`config.mk`:
```
export PLATFORM = sky130hd
export DESIGN_NAME = mem_access_unit
export DESIGN_NICKNAME = d
export VERILOG_FILES = /design/src/rtl/mem_access_pkg.sv /design/src/rtl/mem_lane_merge.sv /design/src/rtl/mem_access_unit.sv
export SDC_FILE = /design/constraint.sdc
export NUM_CORES = 1
export LEC_CHECK = 0
export ABC_AREA = 1
export BUFFER_PORTS_ARGS = -buffer_cell sky130_fd_sc_hd__buf_2
export CAP_MARGIN = 20
export CELL_PAD_IN_SITES_DETAIL_PLACEMENT = 0
export CELL_PAD_IN_SITES_GLOBAL_PLACEMENT = 1
export CORE_ASPECT_RATIO = 2
export CORE_UTILIZATION = 35
export CTS_BUF_LIST = sky130_fd_sc_hd__clkbuf_4
export CTS_CLUSTER_DIAMETER = 80
export DETAILED_ROUTE_END_ITERATION = 16
export PLACE_DENSITY = 0.76
export SYNTH_ARGS = -nofsm -noshare
export SYNTH_HDL_FRONTEND = slang
export SYNTH_SLANG_ARGS = --single-unit
```
`constraint.sdc`:
```
create_clock -name clk -period 2.6 [get_ports clk]
set_clock_uncertainty 0.15 [all_clocks]
set_input_delay 0.52 -clock clk [delete_from_list [all_inputs] [get_ports clk]]
set_output_delay 0.52 -clock clk [all_outputs]
set_load 0.05 [all_outputs]
```
`src/rtl/mem_access_pkg.sv`:
```
// Shared encodings for the MEM-stage access unit: access sizes, FSM states
// and the alignment rule used to reject requests before memory is touched.
package mem_access_pkg;

    localparam logic [1:0] SZ_BYTE = 2'd0;
    localparam logic [1:0] SZ_HALF = 2'd1;
    localparam logic [1:0] SZ_WORD = 2'd2;

    localparam int NUM_LANES = 4;

    typedef enum logic [2:0] {
        ST_IDLE   = 3'd0,
        ST_RD     = 3'd1,
        ST_WR     = 3'd2,
        ST_RMW_RD = 3'd3,
        ST_RMW_WR = 3'd4,
        ST_RESP   = 3'd5
    } state_t;

    // Size 3 has no legal encoding, so it is folded into the misaligned case.
    function automatic logic misaligned(input logic [1:0] size, input logic [1:0] addr_lo);
        case (size)
            SZ_BYTE: misaligned = 1'b0;
            SZ_HALF: misaligned = addr_lo[0];
            SZ_WORD: misaligned = (addr_lo != 2'b00);
            default: misaligned = 1'b1;
        endcase
    endfunction

endpackage

```
`src/rtl/mem_lane_merge.sv`:
```
// Combinational lane logic: extracts and extends a load lane from a memory word,
// and builds the store word by replacing the addressed byte/half lanes.
module mem_lane_merge
    import mem_access_pkg::*;
(
    input  logic [31:0] word,
    input  logic [1:0]  addr_lo,
    input  logic [1:0]  size,
    input  logic        sign,
    input  logic [31:0] wdata,
    output logic [31:0] load_data,
    output logic [31:0] store_word
);

    logic [NUM_LANES-1:0][7:0] word_b;
    logic [NUM_LANES-1:0][7:0] wdata_b;
    logic [NUM_LANES-1:0][7:0] store_b;

    assign word_b     = word;
    assign wdata_b    = wdata;
    assign store_word = store_b;

    genvar k;
    generate
        for (k = 0; k < NUM_LANES; k++) begin : g_lane
            localparam logic [1:0] K = 2'(k);
            logic       en;
            logic [7:0] src;

            // Store data is right-justified, so a half store feeds its lanes
            // from wdata bytes 0/1 regardless of which half is addressed.
            always_comb begin
                en  = 1'b0;
                src = wdata_b[k];
                case (size)
                    SZ_BYTE: begin
                        en  = (addr_lo == K);
                        src = wdata_b[0];
                    end
                    SZ_HALF: begin
                        en  = (addr_lo[1] == K[1]);
                        src = wdata_b[k % 2];
                    end
                    SZ_WORD: en = 1'b1;
                    default: en = 1'b0;
                endcase
            end

            assign store_b[k] = en ? src : word_b[k];
        end
    endgenerate

    logic [7:0]  byte_sel;
    logic [15:0] half_sel;

    always_comb begin
        byte_sel  = word_b[addr_lo];
        half_sel  = addr_lo[1] ? word[31:16] : word[15:0];
        load_data = word;
        case (size)
            SZ_BYTE: load_data = {{24{sign & byte_sel[7]}}, byte_sel};
            SZ_HALF: load_data = {{16{sign & half_sel[15]}}, half_sel};
            default: load_data = word;
        endcase
    end

endmodule

```
`src/rtl/mem_access_unit.sv`:
```
// MEM-stage load/store controller: one request at a time, sub-word stores via
// read-modify-write, misaligned requests answered with an error and no memory traffic.
module mem_access_unit
    import mem_access_pkg::*;
#(
    parameter int ADDR_W = 32,
    parameter int DATA_W = 32
) (
    input  logic              clk,
    input  logic              rst_n,
    input  logic              req_valid,
    output logic              req_ready,
    input  logic              req_we,
    input  logic [1:0]        req_size,
    input  logic              req_signed,
    input  logic [ADDR_W-1:0] req_addr,
    input  logic [DATA_W-1:0] req_wdata,
    output logic              resp_valid,
    output logic [DATA_W-1:0] resp_rdata,
    output logic              resp_err,
    output logic              mem_read,
    output logic              mem_write,
    output logic [ADDR_W-1:0] mem_addr,
    output logic [DATA_W-1:0] mem_wdata,
    input  logic [DATA_W-1:0] mem_rdata
);

    state_t            state, state_nxt;
    logic              accept;
    logic              req_bad;
    logic [1:0]        size_q;
    logic              sign_q;
    logic [1:0]        addr_lo_q;
    logic [DATA_W-1:0] wdata_q;
    logic [DATA_W-1:0] merge_buf;
    logic [DATA_W-1:0] lane_word;
    logic [DATA_W-1:0] load_data;
    logic [DATA_W-1:0] store_word;

    assign accept  = req_valid && (state == ST_IDLE);
    assign req_bad = misaligned(req_size, req_addr[1:0]);

    always_ff @(posedge clk or negedge rst_n) begin
        if (!rst_n) state <= ST_IDLE;
        else        state <= state_nxt;
    end

    // Memory strobes come straight from the state register so an async reset
    // drops them at once and an uncommitted write never reaches memory.
    always_comb begin
        state_nxt  = state;
        req_ready  = 1'b0;
        mem_read   = 1'b0;
        mem_write  = 1'b0;
        resp_valid = 1'b0;
        mem_wdata  = '0;
        case (state)
            ST_IDLE: begin
                req_ready = 1'b1;
                if (req_valid) begin
                    if (req_bad)                  state_nxt = ST_RESP;
                    else if (!req_we)             state_nxt = ST_RD;
                    else if (req_size == SZ_WORD) state_nxt = ST_WR;
                    else                          state_nxt = ST_RMW_RD;
                end
            end
            ST_RD: begin
                mem_read  = 1'b1;
                state_nxt = ST_RESP;
            end
            ST_WR: begin
                mem_write = 1'b1;
                mem_wdata = wdata_q;
                state_nxt = ST_RESP;
            end
            ST_RMW_RD: begin
                mem_read  = 1'b1;
                state_nxt = ST_RMW_WR;
            end
            ST_RMW_WR: begin
                mem_write = 1'b1;
                mem_wdata = store_word;
                state_nxt = ST_RESP;
            end
            ST_RESP: begin
                resp_valid = 1'b1;
                state_nxt  = ST_IDLE;
            end
            default: state_nxt = ST_IDLE;
        endcase
    end

    // Only RD and RMW_WR consume lane logic; mem_rdata is live in RD only.
    assign lane_word = (state == ST_RMW_WR) ? merge_buf : mem_rdata;

    mem_lane_merge u_lane_merge (
        .word       (lane_word),
        .addr_lo    (addr_lo_q),
        .size       (size_q),
        .sign       (sign_q),
        .wdata      (wdata_q),
        .load_data  (load_data),
        .store_word (store_word)
    );

    always_ff @(posedge clk or negedge rst_n) begin
        if (!rst_n) begin
            size_q     <= SZ_BYTE;
            sign_q     <= 1'b0;
            addr_lo_q  <= 2'b00;
            wdata_q    <= '0;
            merge_buf  <= '0;
            mem_addr   <= '0;
            resp_rdata <= '0;
            resp_err   <= 1'b0;
        end else begin
            if (accept) begin
                size_q    <= req_size;
                sign_q    <= req_signed;
                addr_lo_q <= req_addr[1:0];
                wdata_q   <= req_wdata;
                mem_addr  <= {req_addr[ADDR_W-1:2], 2'b00};
                if (req_bad) begin
                    resp_rdata <= '0;
                    resp_err   <= 1'b1;
                end
            end
            case (state)
                ST_RD: begin
                    resp_rdata <= load_data;
                    resp_err   <= 1'b0;
                end
                ST_RMW_RD: merge_buf <= mem_rdata;
                ST_WR, ST_RMW_WR: begin
                    resp_rdata <= '0;
                    resp_err   <= 1'b0;
                end
                default: ;
            endcase
        end
    end

endmodule

```
==> results.toml, run 1 <==
[outcome]
status = "complete, but fails checks"
violations = "setup timing"

[global_routing]
grt_pass1_vias = 7726
grt_first_pass_wirelength_um = 42100
globalRouteOverflowTotal = 0
grt_usage_pct = 27.4
antenna_found_initial = 2
grt_max_degree = 72

[clock_tree]
cts.path.max_buffers = 2
worstSkewPairLatency_ns = 0.56
cts_sinks = 135
cts_tree = "yes"
cts_made_buffers = 17
clkSlewWorstSetupHoldPaths_ns = 0.14
h-tree-depth = 4
cts_root_buffer = "clkbuf_4"

[logic_synthesis]
synthCells = 995
avgSynthCellArea_sq_um = 7.23
ys_warn_count = 0
ys_types = 35
synth_seq_cells = 135
yosysSeqAreaShare_pct = 47.0
syn-cell-area_sq_um = 7190

[setup_path]
regToRegEndpoint = "resp_rdata[12]"
critPathCaptureType = "primary output"
worstPathMaxFanout = 5
worst-r2r-setup-slack_ns = 0.15
cp-startpoint = "state[0]"
slowest_delay_ns = 0.47
arrival_ns = 2.23
crit_path_end = "mem_wdata[10]"
crit_top_cell = "buf_4"
worstSetupPathType = "reg2out"
reg2reg_from = "size_q[1]"
startpoint_type = "register"
reg2reg_depth = 15
crit_path_top_delay_cell = "dfrtp_2"
crit_chain = "nor2_4 > buf_4 > buf_4 > nand2_4 > nand2_1 > o21ai_1 > buf_4 > a21oi_1 > o21ai_1 > o21ai_2 > buf_6"
worstPathRequired_ns = 1.93

[floorplanning]
fp.dieArea_sq_um = 21200
io-pin-count = 204
core.rowCount = 73
die_w_um = 103
core_sq_um = 20000
die_y_um = 205
start_util_pct = 36.0

[power_and_ir_drop]
p_seq_share_pct = 22.9
p_leak_uw = 0.00575
switching_share_pct = 54.4
p_clk_share_pct = 9.5
comb_power_share_pct = 67.6
vdd_drop_max_v = 0.000624
pwr_density_cell_nw_per_um2 = 1480
p_sw_uw = 8770
power.internal_uw = 7330

[timing]
worstMarginPinSlew_ns = 0.550
finalSetupViolCount = 32
slew_headroom_pct = 63.4
rsz0062_at_grt = "true"
finalSetupTns_ns = -7.23
hold_violations = 0
setup_ws_ns = -0.298
max_freq_mhz = 345
post-route-min-period_ns = 2.90
post-route-period-util_pct = 111
slew_violations = 0

[final_layout]
drive_gt1_share_pct = 35.6
nets = 1421
areaGrowthSynthToFinish_pct = 50.8
fill_cells = 1935

[detailed_routing]
drt_wl_total_um = 27600
drt_iter0_drc = 449
drc = 0
drtAntennaViolNets = 0
wl_per_cell_um = 17.3
via_count = 7757
drtPass1Iterations = 5
vias_per_cell = 4.86

[placement]
portBuffers = 201
dp_hpwl_um = 20000
place_worst_setup_slack_ns = 0.0743
gp_congestion = 0.895

[worst_hold_path]
hold_class = "in2reg"

[run]
cap_violations = 0
## synthesized netlist by cell type, drive strengths merged
cell type / number / area (sq um)
and2: 1 / 6.26
or2: 1 / 6.26
nor3: 4 / 30.0
a21oi: 16 / 80.1
clkinv: 2 / 7.51
inv: 96 / 360
o22ai: 13 / 81.3
conb: 1 / 3.75
mux2: 8 / 90.1
o221ai: 5 / 43.8
a31oi: 1 / 6.26
dfrtp: 135 / 3380
o31ai: 1 / 7.51
nand2: 438 / 1660
a22o: 1 / 8.76
nand4: 1 / 6.26
nor2: 37 / 171
o21ai: 148 / 778
clkbuf: 23 / 86.3
nand3: 32 / 185
o211ai: 2 / 15.0
o32ai: 1 / 8.76
buf: 28 / 175
## flip-flops by register name, summed over array words and instances, names as in the netlist
register and flops:
resp_err 1, resp_rdata 32, mem_addr 30, state 3, size_q 2, addr_lo_q 2
merge_buf 32, wdata_q 32, sign_q 1
## logic make-up (layout without fill, tap and decap cells)
kind of cell / Yosys count / count (layout) / synth area share [%]
simple gates: 514 / 515 / 28.7
compound gates: 188 / 189 / 14.3
buf+inv: 149 / 482 / 8.75
flops: 135 / 135 / 47.0
mux: 8 / 8 / 1.25
other cells: 1 / 4 / 0.0521
## routing by layer
metal | vias to the layer above | GRT usage (%) | part of all wire, %
met5 | - | 0 | 0
met4 | 0 | 18.1 | 6.8
met3 | 80 | 4.78 | 4.1
met2 | 258 | 49.9 | 55
met1 | 3628 | 27.4 | 35
li1 | 3791 | - | -
## area by class of cell
| class | count | area (sq um) | area share (%) |
|---|---|---|---|
| tap | 262 | 328 | 3.02 |
| multi-input combinational | 714 | 3740 | 34.5 |
| antenna | 2 | 5.00 | 0.0461 |
| sequential | 135 | 3390 | 31.2 |
| timing repair inverter | 1 | 5.00 | 0.0461 |
| timing repair buffer | 351 | 2680 | 24.7 |
| clock inverter | 15 | 176 | 1.63 |
| inverter | 98 | 399 | 3.68 |
| clock buffer | 17 | 128 | 1.18 |
## critical path: cells and delay by family (launching register included)
family	cells	cell delay, ns
flops	1	0.47
simple gates	3	0.23
buf+inv	4	0.59
compound gates	4	0.38
## layout by cell type (no fill, tap or decap), drive strengths merged, types with 6 or more instances in the layout
cell / instances
a21oi: 16
buf: 292
clkbuf: 17
clkinv: 6
clkinvlp: 7
dfrtp: 135
dlygate4sd3: 59
inv: 98
mux2: 8
nand2: 439
nand3: 32
nor2: 37
o21ai: 149
o22ai: 13
## power groups by stage
stage,Sequential (uW),Combinational [uW],Clock [uW]
6_report,3680,10900,1540
3_5_place_dp,3640,8830,0
2_1_floorplan,4790,4840,0
5_1_grt,3790,11700,1650
3_3_place_gp,3620,8800,0
4_1_cts,3650,10400,1580
## worst min path at each step
stage / startpoint / to / cells after the start
finish: req_wdata[13] / wdata_q[13] / 3
global route: mem_rdata[23] / merge_buf[23] / 2
CTS: req_wdata[5] / wdata_q[5] / 3
detailed placement: rst_n / mem_addr[25] / 1
global placement: rst_n / mem_addr[25] / 1
floorplan: rst_n / addr_lo_q[0] / 0
## per-stage QoR
stage	cells	utilization [%]	area, sq um	power (uW)	hold WS, ns
3_5_place_dp	1465	44.1	8820	12500	0.306
4_1_cts	1584	52.8	10600	15600	0.0161
6_report	1595	54.2	10900	16100	0.0457
3_3_place_gp	1465	44.1	8820	12400	0.302
2_1_floorplan	996	-	7230	9630	0.0744
5_1_grt	1595	54.2	10900	17100	0.0339
## timing repair
action | 4_1_cts | 5_1_grt
setup buffers | 24 | 12
resized for setup | 191 | 70
cloned | 4 | 1
pin swaps | 15 | 28
setup endpoints to repair | 34 | 49
hold endpoints to repair | 97 | 0
hold buffers | 59 | 0
Power figures use the tool's default switching activity.
==> inputs of run 2 (changes only) <==
--- a/config.mk
+++ b/config.mk
@@ -15,7 +15,7 @@
 export CTS_BUF_LIST = sky130_fd_sc_hd__clkbuf_4
 export CTS_CLUSTER_DIAMETER = 80
 export DETAILED_ROUTE_END_ITERATION = 16
-export PLACE_DENSITY = 0.76
+export PLACE_DENSITY = 0.88
 export SYNTH_ARGS = -nofsm -noshare
 export SYNTH_HDL_FRONTEND = slang
 export SYNTH_SLANG_ARGS = --single-unit
==> run 2 against run 1 <==
The flow still finishes with violations (setup timing). Design area up 3.0%. Register-to-register slack better by 0.19 ns. First-iteration DRC count up 7.6%. Total power up 3.8%. Fmax down 0.10%. Sequential power up 1%. Die area unchanged. Sequential share of layout area down 0.91 points. Largest power group unchanged. Highest routed layer unchanged.
==> results.toml, run 2 (synthesis gave the netlist of run 1 again) <==
[outcome]
status = "complete, but fails checks"
violations = "setup timing"

[detailed_routing]
drc = 0
drt_iter0_drc = 483
drtAntennaViolNets = 0
vias_per_cell = 5.05
drtPass1Iterations = 5
wl_per_cell_um = 18.3
drt_wl_total_um = 29200
via_count = 8064

[final_layout]
reg_top3 = "merge_buf (32), resp_rdata (32), wdata_q (32)"
final_cell_mix = "412 x nand2_1, 166 x buf_2, 129 x dfrtp_1"
drive_gt1_share_pct = 36.7
layout_commonest_cell = "nand2_1"
nets = 1425
areaGrowthSynthToFinish_pct = 55.4

[floorplanning]
die_y_um = 205
core.rowCount = 73
start_util_pct = 36.0
fp.dieArea_sq_um = 21200
io-pin-count = 204
core_sq_um = 20000
die_w_um = 103

[placement]
portBuffers = 201
gp_congestion = 0.947
dp_hpwl_um = 20300

[clock_tree]
cts_sinks = 135
cts.path.max_buffers = 2
cts_tree = "yes"
worstSkewPairLatency_ns = 0.56
clkSlewWorstSetupHoldPaths_ns = 0.12
cts_made_buffers = 17
cts_root_buffer = "clkbuf_4"
h-tree-depth = 4

[timing]
finalSetupTns_ns = -8.32
finalSetupViolCount = 32
max_freq_mhz = 345
slew_headroom_pct = 59.2
worstMarginPinSlew_ns = 0.612
slew_violations = 0
rsz0062_at_grt = "true"
setup_ws_ns = -0.301
post-route-min-period_ns = 2.90
hold_violations = 0
post-route-period-util_pct = 112

[global_routing]
grt_usage_pct = 28.5
globalRouteOverflowTotal = 0
grt_pass1_vias = 7996
grt_first_pass_wirelength_um = 43700
antenna_found_initial = 1
grt_max_degree = 77

[setup_path]
arrival_ns = 2.23
worstPathRequired_ns = 1.93
startpoint_type = "register"
worst-r2r-setup-slack_ns = 0.34
reg2reg_depth = 12
crit_chain = "nor2_4 > nand2_8 > buf_16 > o21ai_4 > a21oi_2 > a22o_1 > buf_6"
crit_path_top_delay_cell = "dfrtp_2"
worstSetupPathType = "reg2out"
worstPathMaxFanout = 8
critPathCaptureType = "primary output"
slowest_delay_ns = 0.45

[power_and_ir_drop]
finalPower_uw = 16700
pwr_density_cell_nw_per_um2 = 1490
vdd_drop_max_v = 0.000723
p_leak_uw = 0.00587

[worst_hold_path]
holdPathStages = 3
hold_class = "in2reg"

[run]
cap_violations = 0
[run 2: cell types whose count changed in the layout (fill, tap and decap cells not counted), moves of 4 or more]
cell	delta
o21ai_1	-14
o21ai_4	+16
buf_6	-6
o21ai_2	-5
nand2_2	-5
inv_6	-5
inv_2	+5
clkinvlp_4	-4
clkinv_2	+4
buf_12	+7
[run 2: area by class of cell]
type	count	area, sq um
fill	1844	8830
multi-input combinational	713	3940
sequential	135	3390
timing repair buffer	357	2890
inverter	98	380
tap	262	328
clock buffer	18	135
clock inverter	13	110
antenna	1	2.50
[run 2: worst max-delay path, delay by kind of cell, from the launching register on]
kind            cells  cell delay, ns
buf+inv             2            0.36
flops               1            0.45
simple gates        2            0.35
compound gates      3            0.51
[run 2: final timing paths]
kind	start	end
min in group asynchronous	rst_n	mem_addr[30]
max	state[1]	mem_wdata[11]
min reg2reg	resp_rdata[29]	resp_rdata[29]
max in group asynchronous	rst_n	mem_addr[2]
max reg2reg	state[1]	resp_rdata[17]
min	req_wdata[30]	wdata_q[30]
[run 2: repair_timing]
item | CTS | global route
hold endpoints to repair | 100 | 0
buffers inserted | 27 | 16
endpoints found under the setup margin | 34 | 34
cloned | 5 | 2
resized for setup | 212 | 78
hold buffers | 58 | 0
pin swaps | 41 | 34
[run 2: per-layer routing]
metal | share of wire, % | GRT usage, % | vias up
li1 | - | - | 3797
met1 | 33 | 28.4 | 3791
met2 | 53 | 50.6 | 345
met3 | 4.6 | 4.91 | 131
met4 | 8.7 | 21.9 | 0
met5 | 0 | 0 | -
[run 2: stage by stage]
step | setup WS [ns] | utilization [%] | hold WS [ns] | cell area, sq um | cells
floorplan | -0.260 | - | 0.0744 | 7230 | 996
global placement | 0.0478 | 44.2 | 0.308 | 8850 | 1464
detailed placement | 0.0400 | 44.2 | 0.309 | 8850 | 1464
CTS | -0.353 | 53.3 | 0.000247 | 10700 | 1582
global route | -0.400 | 55.9 | 0.00828 | 11200 | 1597
finish | -0.301 | 55.9 | 0.0377 | 11200 | 1597
[run 2: power breakdown]
part	internal [uW]	switching [uW]	leakage [uW]	total (uW)
sequential	3020	718	0.00165	3730
clock	472	820	0.000137	1290
combinational	4080	7590	0.00408	11700
==> inputs of run 3 (changes only) <==
--- a/config.mk
+++ b/config.mk
@@ -15,7 +15,9 @@
 export CTS_BUF_LIST = sky130_fd_sc_hd__clkbuf_4
 export CTS_CLUSTER_DIAMETER = 80
 export DETAILED_ROUTE_END_ITERATION = 16
-export PLACE_DENSITY = 0.88
+export PLACE_DENSITY = 0.87
+export RECOVER_POWER = 25
 export SYNTH_ARGS = -nofsm -noshare
 export SYNTH_HDL_FRONTEND = slang
+export SYNTH_HIERARCHICAL = 1
 export SYNTH_SLANG_ARGS = --single-unit
==> run 3 against run 2 <==
Synthesized cell count grew 13%. The run still ends with setup timing left. Clock power increased by 31%. Critical path type unchanged. Highest routed layer unchanged. Largest power group unchanged. Critical path depth is 3 higher.
==> results.toml, run 3 <==
[final_layout]
reg_top3 = "merge_buf (32), resp_rdata (32), wdata_q (32)"
layout_commonest_cell = "nand2_1"
nets = 1559
post-route-cell-area_sq_um = 12200
final_cell_mix = "400 x nand2_1, 164 x buf_2, 131 x dfrtp_1"
areaGrowthSynthToFinish_pct = 53.6
drive_gt1_share_pct = 35.9

[floorplanning]
io-pin-count = 204
die_y_um = 215
die_w_um = 108
start_util_pct = 35.7
core.rowCount = 77
core_sq_um = 22200
fp.dieArea_sq_um = 23300

[worst_hold_path]
holdCritStartpoint = "req_valid"
hold_class = "in2reg"
holdPathStages = 3

[timing]
finalSetupViolCount = 34
setup_ws_ns = -0.447
slew_headroom_pct = 27.4
slew_violations = 0
post-route-period-util_pct = 117
whs_ns = 0.0824
post-route-min-period_ns = 3.05
rsz0062_at_grt = "true"
worstMarginPinSlew_ns = 1.09
max_freq_mhz = 328
hold_violations = 0

[setup_path]
worstPathMaxFanout = 7
cp-startpoint = "state[0]"
worstPathRequired_ns = 1.93
reg2reg_depth = 17
critPathCaptureType = "primary output"
crit_path_top_delay_cell = "dfrtp_1"
startpoint_type = "register"
slowest_delay_ns = 0.43
worstSetupPathType = "reg2out"
reg2reg_from = "state[0]"
arrival_ns = 2.38
worst-r2r-setup-slack_ns = 0.05
crit_top_cell = "buf_6"
crit_chain = "nor2_4 > nand2_8 > buf_12 > buf_6 > a21oi_4 > inv_1 > o21ai_1 > nand3_1 > o21ai_2 > buf_6"
crit_path_end = "mem_wdata[24]"
regToRegEndpoint = "resp_rdata[17]"

[detailed_routing]
drc = 0
drtPass1Iterations = 6
vias_per_cell = 5.10
drtAntennaViolNets = 0
via_count = 8907
wl_per_cell_um = 18.7
drt_iter0_drc = 512
drt_wl_total_um = 32700

[power_and_ir_drop]
pwr_density_cell_nw_per_um2 = 1480
vdd_drop_max_v = 0.000975
p_leak_uw = 0.00631

[placement]
gp_congestion = 0.961
place_area_sq_um = 9520
portBuffers = 201
dp_hpwl_um = 22100

[logic_synthesis]
avgSynthCellArea_sq_um = 7.02
synth.top_cells.by_count = "416 x nand2_1, 155 x o21ai_0, 135 x dfrtp_1"
ys_types = 27
yosysTopAreaCell = "dfrtp_1"
ys_warn_count = 6
async_flop_share_pct = 100
synth_seq_cells = 135
syn-cell-area_sq_um = 7920
synth_edf_count = 0
yosysMostFrequentCell = "nand2_1"
yosysSeqAreaShare_pct = 42.7
yosys_most_used_dff = "dfrtp_1"
synth_area_leaders = "dfrtp_1 43%, nand2_1 20%, o21ai_0 9.8%"
synth_top_area_share_pct = 42.7
synthCells = 1128

[global_routing]
grt_usage_pct = 28.8
antenna_found_initial = 1
grt_first_pass_wirelength_um = 49300
grt_max_degree = 84
grt_pass1_vias = 8997
globalRouteOverflowTotal = 0

[clock_tree]
clkSlewWorstSetupHoldPaths_ns = 0.11
h-tree-depth = 4
cts_sinks = 135
worstSkewPairLatency_ns = 0.61
cts.path.max_buffers = 2
cts_root_buffer = "clkbuf_4"
cts_made_buffers = 17
cts_tree = "yes"

[run]
cap_violations = 0

[outcome]
status = "complete, but fails checks"
violations = "setup timing"
==> run 3: cell count changes after synthesis, sizes merged, moves of 2 or more <==
cell	before	now
mux2	8	0
o22ai	13	0
a21oi	16	33
o21ai	148	176
clkbuf	23	25
o211ai	2	0
nor2	37	42
nand2	438	426
buf	28	50
o21a	0	2
o221ai	5	0
nand3	32	131
inv	96	102
==> run 3: worst min-delay path by stage <==
stage / to / slack, ns
floorplan: addr_lo_q[0] / 0.07
global placement: wdata_q[10] / 0.32
detailed placement: wdata_q[10] / 0.32
CTS: wdata_q[13] / 0.01
global route: merge_buf[13] / 0.07
finish: state[0] / 0.08
==> run 3: where the power goes <==
group | internal [uW] | switching [uW]
Sequential | 2960 | 733
Clock | 862 | 825
Combinational | 4500 | 8080
==> run 3: through the flow <==
stage	worst slack [ns]	total power [uW]	setup TNS [ns]	util, %	std cells
2_1_floorplan	-0.148	10400	-2.95	-	1129
6_report	-0.447	18000	-12.16	54.9	1746
5_1_grt	-0.556	19000	-17.65	54.9	1746
3_5_place_dp	0.0104	13100	0	43.0	1608
3_3_place_gp	0.0670	13100	0	43.0	1608
4_1_cts	-0.454	17100	-12.99	52.7	1737
==> run 3: cell type report <==
class | instances | area [sq um]
clock buffer | 18 | 135
multi-input combinational | 816 | 4540
inverter | 103 | 395
antenna | 1 | 2.50
fill | 2098 | 10000
clock inverter | 14 | 206
sequential | 135 | 3380
tap | 276 | 345
timing repair buffer | 383 | 3150
==> run 3: cells by family (layout without fill, tap and decap cells) <==
logic type / Yosys count / count (layout) / share of synthesized area (%)
AND/OR/NAND/NOR: 603 / 603 / 32.9
AO/OA/AOI/OAI: 211 / 211 / 13.5
buffers and inverters: 178 / 518 / 10.9
flip-flops: 135 / 135 / 42.7
other: 1 / 3 / 0.0474
==> run 3: repair_timing <==
item / in CTS / in global routing
endpoints found under the hold margin: 106 / 1
cloned: 7 / 2
setup endpoints to repair: 36 / 59
buffers inserted: 27 / 11
hold buffers: 66 / 1
gates resized for setup: 223 / 109
pin swaps: 32 / 43
==> run 3: critical path: cells and delay by family (launching register included) <==
| kind | cells | cell delay (ns) |
|---|---|---|
| and+or+nand+nor | 3 | 0.42 |
| DFF | 1 | 0.43 |
| AOI/OAI and AO/OA | 3 | 0.36 |
| buffers and inverters | 4 | 0.55 |
==> run 3: routing by layer <==
layer  routed length, um  share of wire (%)  GRT usage, %
met1               11000                 34          29.0
met4                2740                8.4          20.3
met5                   0                  0             0
met3                1470                4.5          4.88
met2               17400                 53          52.2
